## src/rtl/div_pkg.sv

```systemverilog
// Shared types and defaults for the divider issue/collect controller.
package div_pkg;

  localparam int DEF_WIDTH   = 8;
  localparam int DEF_TIMEOUT = 64;

  typedef enum logic [1:0] {
    ERR_OK      = 2'b00,
    ERR_DIV0    = 2'b01,
    ERR_TIMEOUT = 2'b10
  } err_t;

  typedef enum logic [2:0] {
    IDLE,
    LAUNCH,
    SETTLE,
    WAIT,
    HOLD
  } state_t;

endpackage

```

## src/rtl/div_watchdog.sv

```systemverilog
// Clearable saturating cycle counter. o_expired is high once the count has
// reached TIMEOUT-1; the count then holds there instead of wrapping.
module div_watchdog
  import div_pkg::*;
#(
  parameter int TIMEOUT = DEF_TIMEOUT
) (
  input  logic clk,
  input  logic reset,
  input  logic i_clear,
  input  logic i_en,
  output logic o_expired
);

  localparam int CW = $clog2(TIMEOUT) + 1;
  localparam logic [CW-1:0] LIMIT = CW'(TIMEOUT - 1);

  logic [CW-1:0] r_count;

  // count enabled cycles, clear on request, stop at the limit
  always_ff @(posedge clk) begin
    if (reset || i_clear) begin
      r_count <= '0;
    end else if (i_en && (r_count != LIMIT)) begin
      r_count <= r_count + CW'(1);
    end
  end

  assign o_expired = (r_count == LIMIT);

endmodule

```

## src/rtl/div_issue_ctrl.sv

```systemverilog
// Issue/collect controller sitting in front of the serial divider.
// Optional build macro: DIV_ZERO_BYPASS_EN -- when defined, a zero divisor
// is answered locally (quot all ones, mod = dividend, DIV0) without starting
// the divider.
//
// state  | meaning
// IDLE   | ready for an operand pair
// LAUNCH | one-cycle start pulse to the divider
// SETTLE | let a stale done from the previous op clear; arm the watchdog
// WAIT   | wait for done or watchdog expiry
// HOLD   | result presented until out_ready
module div_issue_ctrl
  import div_pkg::*;
#(
  parameter int WIDTH   = DEF_WIDTH,
  parameter int TIMEOUT = DEF_TIMEOUT
) (
  input  logic             clk,
  input  logic             reset,
  input  logic             in_valid,
  output logic             in_ready,
  input  logic [WIDTH-1:0] in_a,
  input  logic [WIDTH-1:0] in_b,
  output logic             div_start,
  output logic [WIDTH-1:0] div_a,
  output logic [WIDTH-1:0] div_b,
  input  logic             div_done,
  input  logic [WIDTH-1:0] div_quot,
  input  logic [WIDTH-1:0] div_mod,
  output logic             out_valid,
  input  logic             out_ready,
  output logic [WIDTH-1:0] out_quot,
  output logic [WIDTH-1:0] out_mod,
  output logic [1:0]       out_err
);

  state_t           r_state;
  state_t           w_state_nxt;
  logic [WIDTH-1:0] r_div_a;
  logic [WIDTH-1:0] r_div_b;
  logic [WIDTH-1:0] r_quot;
  logic [WIDTH-1:0] r_mod;
  err_t             r_err;

  logic w_accept;
  logic w_bypass;
  logic w_cap_done;
  logic w_cap_to;
  logic w_wd_clear;
  logic w_wd_en;
  logic w_wd_expired;
  err_t w_done_err;

  div_watchdog #(
    .TIMEOUT (TIMEOUT)
  ) u_watchdog (
    .clk       (clk),
    .reset     (reset),
    .i_clear   (w_wd_clear),
    .i_en      (w_wd_en),
    .o_expired (w_wd_expired)
  );

  // next-state decode and per-state strobes
  always_comb begin
    w_state_nxt = r_state;
    w_accept    = 1'b0;
    w_bypass    = 1'b0;
    w_cap_done  = 1'b0;
    w_cap_to    = 1'b0;
    w_wd_clear  = 1'b0;
    w_wd_en     = 1'b0;
`ifdef DIV_ZERO_BYPASS_EN
    w_done_err  = ERR_OK;
`else
    // zero divisor still runs through the divider but is flagged on done
    w_done_err  = (r_div_b == '0) ? ERR_DIV0 : ERR_OK;
`endif
    case (r_state)
      IDLE: begin
        if (in_valid) begin
          w_accept = 1'b1;
`ifdef DIV_ZERO_BYPASS_EN
          w_bypass = (in_b == '0);
`endif
          w_state_nxt = w_bypass ? HOLD : LAUNCH;
        end
      end
      LAUNCH: w_state_nxt = SETTLE;
      SETTLE: begin
        w_wd_clear  = 1'b1;
        w_state_nxt = WAIT;
      end
      WAIT: begin
        w_wd_en = 1'b1;
        if (div_done) begin
          w_cap_done  = 1'b1;
          w_state_nxt = HOLD;
        end else if (w_wd_expired) begin
          w_cap_to    = 1'b1;
          w_state_nxt = HOLD;
        end
      end
      HOLD: begin
        if (out_ready) begin
          w_state_nxt = IDLE;
        end
      end
      default: w_state_nxt = IDLE;
    endcase
  end

  // state register
  always_ff @(posedge clk) begin
    if (reset) begin
      r_state <= IDLE;
    end else begin
      r_state <= w_state_nxt;
    end
  end

  // operand latch and result capture
  always_ff @(posedge clk) begin
    if (reset) begin
      r_div_a <= '0;
      r_div_b <= '0;
      r_quot  <= '0;
      r_mod   <= '0;
      r_err   <= ERR_OK;
    end else begin
      if (w_accept) begin
        r_div_a <= in_a;
        r_div_b <= in_b;
      end
      if (w_bypass) begin
        r_quot <= '1;
        r_mod  <= in_a;
        r_err  <= ERR_DIV0;
      end else if (w_cap_done) begin
        r_quot <= div_quot;
        r_mod  <= div_mod;
        r_err  <= w_done_err;
      end else if (w_cap_to) begin
        r_quot <= '0;
        r_mod  <= '0;
        r_err  <= ERR_TIMEOUT;
      end
    end
  end

  assign in_ready  = (r_state == IDLE);
  assign div_start = (r_state == LAUNCH);
  assign out_valid = (r_state == HOLD);
  assign div_a     = r_div_a;
  assign div_b     = r_div_b;
  assign out_quot  = r_quot;
  assign out_mod   = r_mod;
  assign out_err   = r_err;

endmodule

```

## config.mk

```make
export PLATFORM = sky130hd
export DESIGN_NAME = div_issue_ctrl
export DESIGN_NICKNAME = d
export VERILOG_FILES = /design/src/rtl/div_pkg.sv /design/src/rtl/div_watchdog.sv /design/src/rtl/div_issue_ctrl.sv
export SDC_FILE = /design/constraint.sdc
export NUM_CORES = 1
export LEC_CHECK = 0
export CORE_AREA = 2 2 69 71
export CTS_CLUSTER_SIZE = 25
export DETAILED_ROUTE_END_ITERATION = 16
export DIE_AREA = 0 0 71 73
export HOLD_SLACK_MARGIN = 0.08
export PLACE_DENSITY = 0.77
export RECOVER_POWER = 25
export REMOVE_ABC_BUFFERS = 1
export SLEW_MARGIN = 20
export SYNTH_ARGS = -nofsm -noshare
export SYNTH_HDL_FRONTEND = slang
export SYNTH_SLANG_ARGS = --single-unit
export TNS_END_PERCENT = 20
```

## constraint.sdc

```tcl
create_clock -name clk -period 2.01 [get_ports clk]
set_input_delay 0.201 -clock clk [delete_from_list [all_inputs] [get_ports clk]]
set_output_delay 0.201 -clock clk [all_outputs]
set_load 0.02 [all_outputs]
```

Yosys cells after proc, flatten, opt, wreduce, memory -nomap -nowiden
Index checks and enable logic that the tools add are counted.
{ "word_totals": {"inputBits": 37, "ff_bits": 44, "output_inout_bits": 37, "wordCells": 43} }
{ "op_classes": {"muxes": 20, "n_eq_ne": 9, "addsub": 1, "reduce_logical": 6} }
{ "ops": {"columns": ["cell", "n"], "rows": [
  ["8-bit 2-to-1 mux", 3],
  ["3-bit case mux with 5 select lines", 1],
  ["3-bit 2-to-1 mux", 4],
  ["1-bit 2-to-1 mux", 10],
  ["8-bit zero test", 1],
  ["7-bit by 1-bit adder with 7-bit output, second input constant", 1],
  ["7-bit by 6-bit == test with 1-bit output, second input constant", 1],
  ["7-bit by 6-bit inequality test with 1-bit output, second input constant", 1],
  ["3-bit by 2-bit == test with 1-bit output, second input constant", 2],
  ["2-bit 2-to-1 mux", 2],
  ["3-bit by 1-bit == test with 1-bit output, second input constant", 1],
  ["3-bit == test, second input constant", 1],
  ["3-bit zero test", 1],
  ["3-bit by 2-bit inequality test with 1-bit output, second input constant", 1],
  ["3-bit AND reduction", 1],
  ["2-bit by 1-bit inequality test with 1-bit output, second input constant", 1],
  ["2-bit inequality test, second input constant", 1],
  ["2-bit nonzero test", 1],
  ["1-bit logical AND", 1],
  ["1-bit logical OR", 1]
]} }

Depth between registers and ports, before layout
{ "depth": {"depth_word": 6, "ltp_mapped": 7, "depth_no_buf": 5} }

Hierarchy
From an unflattened synthesis, not the netlist that was laid out.
{ "unflattened": {"hier_cells": 174, "area_unflattened_um2": 1700.4} }
{ "by_module_without_submodules": {"columns": ["mod", "area_each_um2", "cells_per_inst", "seq_area_each_um2", "n_inst"], "rows": [
  ["div_issue_ctrl", 1358.8, 138, 740.7, 1],
  ["div_watchdog", 341.6, 36, 140.1, 1]
]} }

Least setup slack after synthesis
Ideal clock, no wire load.
{ "synth_timing": {"path_kind": "reg2reg", "startpoint": "register r_state[1]", "endpoint": "register r_div_a[0], in the netlist div_a[0]", "path_stages_with_launch": 7, "slack_ns": 0.522, "synth_period_minus_slack_ns": 1.488, "arrival_ns": 1.355, "path_buffers": 2, "setup_time_ns": 0.132, "path_cell_list": "dfxtp_1 buf_6 nor3_2 nand2_1 clkbuf_1 nand2_1 a21oi_1"} }
{ "synth_between": {"elab_chain_cells": 2} }
{ "synth_rtl": {"columns": ["element", "line_no", "text"], "rows": [
  ["from (decl)", "div_issue_ctrl.sv:37", "state_t r_state;"],
  ["from (signal assigned)", "div_issue_ctrl.sv:118", "r_state <= w_state_nxt;"],
  ["3-bit zero test", null, null],
  ["named net in_ready", "div_issue_ctrl.sv:21", "output logic in_ready,"],
  ["1-bit 2-to-1 mux", "div_issue_ctrl.sv:79", "case (r_state)"],
  ["to (signal assigned)", "div_issue_ctrl.sv:132", "r_div_a <= in_a;"],
  ["to (decl)", "div_issue_ctrl.sv:39", "logic [WIDTH-1:0] r_div_a;"]
]} }
The timed path passes the listed nets, and every way through them passes these cells.
A chain may end at the register's enable or synchronous reset.

Final worst setup path
{ "layout_timing": {"startpoint": "register r_state[0]", "endpoint": "output div_start"} }
{ "layout_between": {"elab_chain_cells": 1} }
{ "layout_rtl": {"columns": ["element", "line_no", "text"], "rows": [
  ["3-bit by 1-bit == test with 1-bit output", "div_issue_ctrl.sv:152", "assign div_start = (r_state == LAUNCH);"],
  ["to (decl)", "div_issue_ctrl.sv:24", "output logic div_start,"]
]} }
Every way passes these cells.

==> qor.yml <==
power_and_ir_drop:
  worst_ir_drop_vdd_uv: 350
  fin_total_pwr_w: 0.00191
  cellPowerDensity_nw_per_um2: 713
  power.leakage_nw: 1.00
synth:
  synth_most_common_cell: "nand2_1"
  ys_ff_latch: 44
  ys_types: 39
  seq_area_frac_synth_pct: 48.5
  synth-main-ff-cell: "dfxtp_1"
  yosys-top-cells-count: "nand2_1 (49), dfxtp_1 (44), a21oi_1 (26)"
  syn_avg_cell_area_um2: 8.53
  syn_area_um2: 1820
  synth_warnings: 0
  yosys.area.top_type: "dfxtp_1"
  synth_top_area_share_pct: 48.5
  synth_edf_count: 0
  synth_cells: 213
  synth.area.top_cells: "dfxtp_1 (48%), nand2_1 (10%), a21oi_1 (7.2%)"
  synthArstFlopShare_pct: 0
sta:
  fin_setup_tns_ns: 0
  slew_violations: 0
  setup_viol: 0
  maxSlewHeadroom_pct: 63.7
  finalCriticalPeriod_ns: 1.86
  hold_violations: 0
  fmaxAchievable_mhz: 537
  skew_ns: 0.00713
  rsz0062_at_grt: "no"
  worst_slack_ns: 0.147
  tightestPinTransition_ns: 0.544
  period_share_pct: 92.7
layout:
  postLayoutCellArea_um2: 2680
  fill_cells: 414
  antenna_cells: 0
  area_growth_pct: 47.7
  drive_gt1_share_pct: 11.2
  fin_util_pct: 59.1
  nets: 323
critical_path:
  r2r_slack_ns: 0.35
  required_ns: 1.81
  start_kind: "register"
  r2r_start: "u_watchdog.r_count[0]"
  r2r-end: "r_state[1]"
  critical-path-top-delay-family: "buffers and inverters"
  crit_fanout: 7
  crit_type: "register to output port"
  endpoint_kind: "output port"
  reg2reg_depth: 6
  arrival_ns: 1.66
  slowest_stage: "clkdlybuf4s50_1"
  path_cells: "inv_1, nor3_1, clkdlybuf4s50_1"
  path_buf_inv: 2
  slowest_delay_ns: 0.63
cts:
  cts_buffer_depth: 2
  h-tree-depth: 2
  clkTransAtPathRegs_ns: 0.09
  root_buffer: "clkbuf_8"
  cts_tree: "done"
  clock_latency_ns: 0.30
  clock_sinks: 44
  cts_buffers: 5
  post_cts_buffers: 0
grt:
  grt_usage_pct: 17.8
  antenna_found_initial: 0
  grt_max_degree: 19
  overflow: 0
  grt_pass1_vias: 1543
  grt_pass1_wl_um: 7230
job:
  cap_violations: 0
die:
  fp.dieH_um: 73
  die_w_um: 71
  core_area_um2: 4540
  start_util_pct: 40.1
  fp.dieArea_um2: 5180
  io_pins: 74
  num_rows: 25
placed_design:
  hpwl_um: 3100
  portBuffers: 73
  gp_congestion: 0.860
  dp_slack_ns: 0.395
  post_dp_cell_area_um2: 2570
routing:
  via_per_inst: 4.99
  drtIter0Drc: 67
  dr_total_vias: 1698
  drt_wl_total_um: 4390
  drtAntennaViolNets: 0
  wl_per_cell_um: 12.9
  drtPass1Iterations: 4
  drc_errors: 0
min_path:
  hold_class: "input port to register"
  worstHoldStart: "in_b[4]"
  whs_endpoint: "div_b[4]"
  min_path_cells: 3
outcome:
  status: "complete, no violations"
-- timing repair --
item | in CTS | in global routing
gates resized for setup | 0 | 1
hold endpoints to repair | 0 | 0
setup endpoints to repair | 0 | 1
hold buffers | 0 | 0
-- placed cells by master (no fill, tap or decap), types with 2 or more instances in the layout --
master	count
xnor2_1	2
nand2_2	4
clkdlybuf4s50_1	56
nand4_1	2
dlygate4sd3_1	16
nand2_1	49
nand3b_1	2
a21oi_1	26
clkbuf_8	5
nand3_1	2
o21ai_0	19
nor4_1	3
nor3_2	2
nor2_1	9
buf_4	5
inv_1	3
xor2_1	2
nor3_1	5
mux2i_1	2
dfxtp_1	44
a21oi_2	8
-- metrics by stage --
step	hold slack, ns	std cells
after floorplan	0.263	199
after detailed placement	0.446	332
after CTS	0.437	340
after global placement	0.441	332
final	0.439	340
after global routing	0.453	340
-- state kept, by name (all words and copies together), names as in the netlist --
| register | flops |
|---|---|
| div_a | 8 |
| div_b | 8 |
| out_mod | 8 |
| out_quot | 8 |
| u_watchdog.r_count | 7 |
| r_state | 3 |
| out_err | 2 |
-- layer usage --
metal / vias up / share of wire, % / global-route usage (%)
met5: - / 0 / 0
met4: 0 / 2.4 / 7.76
met3: 10 / 6.7 / 5.66
met2: 68 / 45 / 28.9
met1: 754 / 46 / 21.9
li1: 866 / - / -
-- cell type report --
type / instances / area, µm² / share of cell area, %
clock buffers: 5 / 68.8 / 2.57
clock inverters: 3 / 42.5 / 1.59
inverters: 3 / 11.3 / 0.420
multi-input cells: 152 / 821 / 30.6
flip-flops and latches: 44 / 881 / 32.8
well taps: 54 / 67.6 / 2.52
repair buffers: 79 / 791 / 29.5
-- how the worst max path moves through the flow --
stage | start | depth (start not counted) | to | slack [ns]
3_3_place_gp | r_state[2] | 3 | out_valid | 0.43
5_1_grt | r_state[0] | 3 | div_start | 0.03
3_5_place_dp | u_watchdog.r_count[0] | 6 | r_state[1] | 0.40
4_1_cts | r_state[2] | 3 | out_valid | 0.06
2_1_floorplan | u_watchdog.r_count[0] | 5 | out_mod[6] | 0.13
6_report | r_state[0] | 3 | div_start | 0.15
-- kinds of logic after synthesis --
group / share of synthesized area [%]
AND/OR/NAND/NOR: 22.4
AO/OA/AOI/OAI: 19.1
flip-flops: 48.5
buffers and inverters: 6.34
XOR/XNOR: 1.93
multiplexers: 1.10
adder cells (fa/ha/maj): 0.689
-- report_power, final --
group | internal [W] | leakage (nW) | switching [W]
Sequential | 0.000905 | 0.357 | 0.0000260
Combinational | 0.000158 | 0.593 | 0.000151
Clock | 0.000368 | 0.0541 | 0.000306
Total | 0.00143 | 1.00 | 0.000483
-- tightest hold or removal path: stages --
cell and delay [ns]:
clkdlybuf4s50_1 0.40, nand2_1 0.05, a21oi_1 0.05
Power figures use the tool's default switching activity.
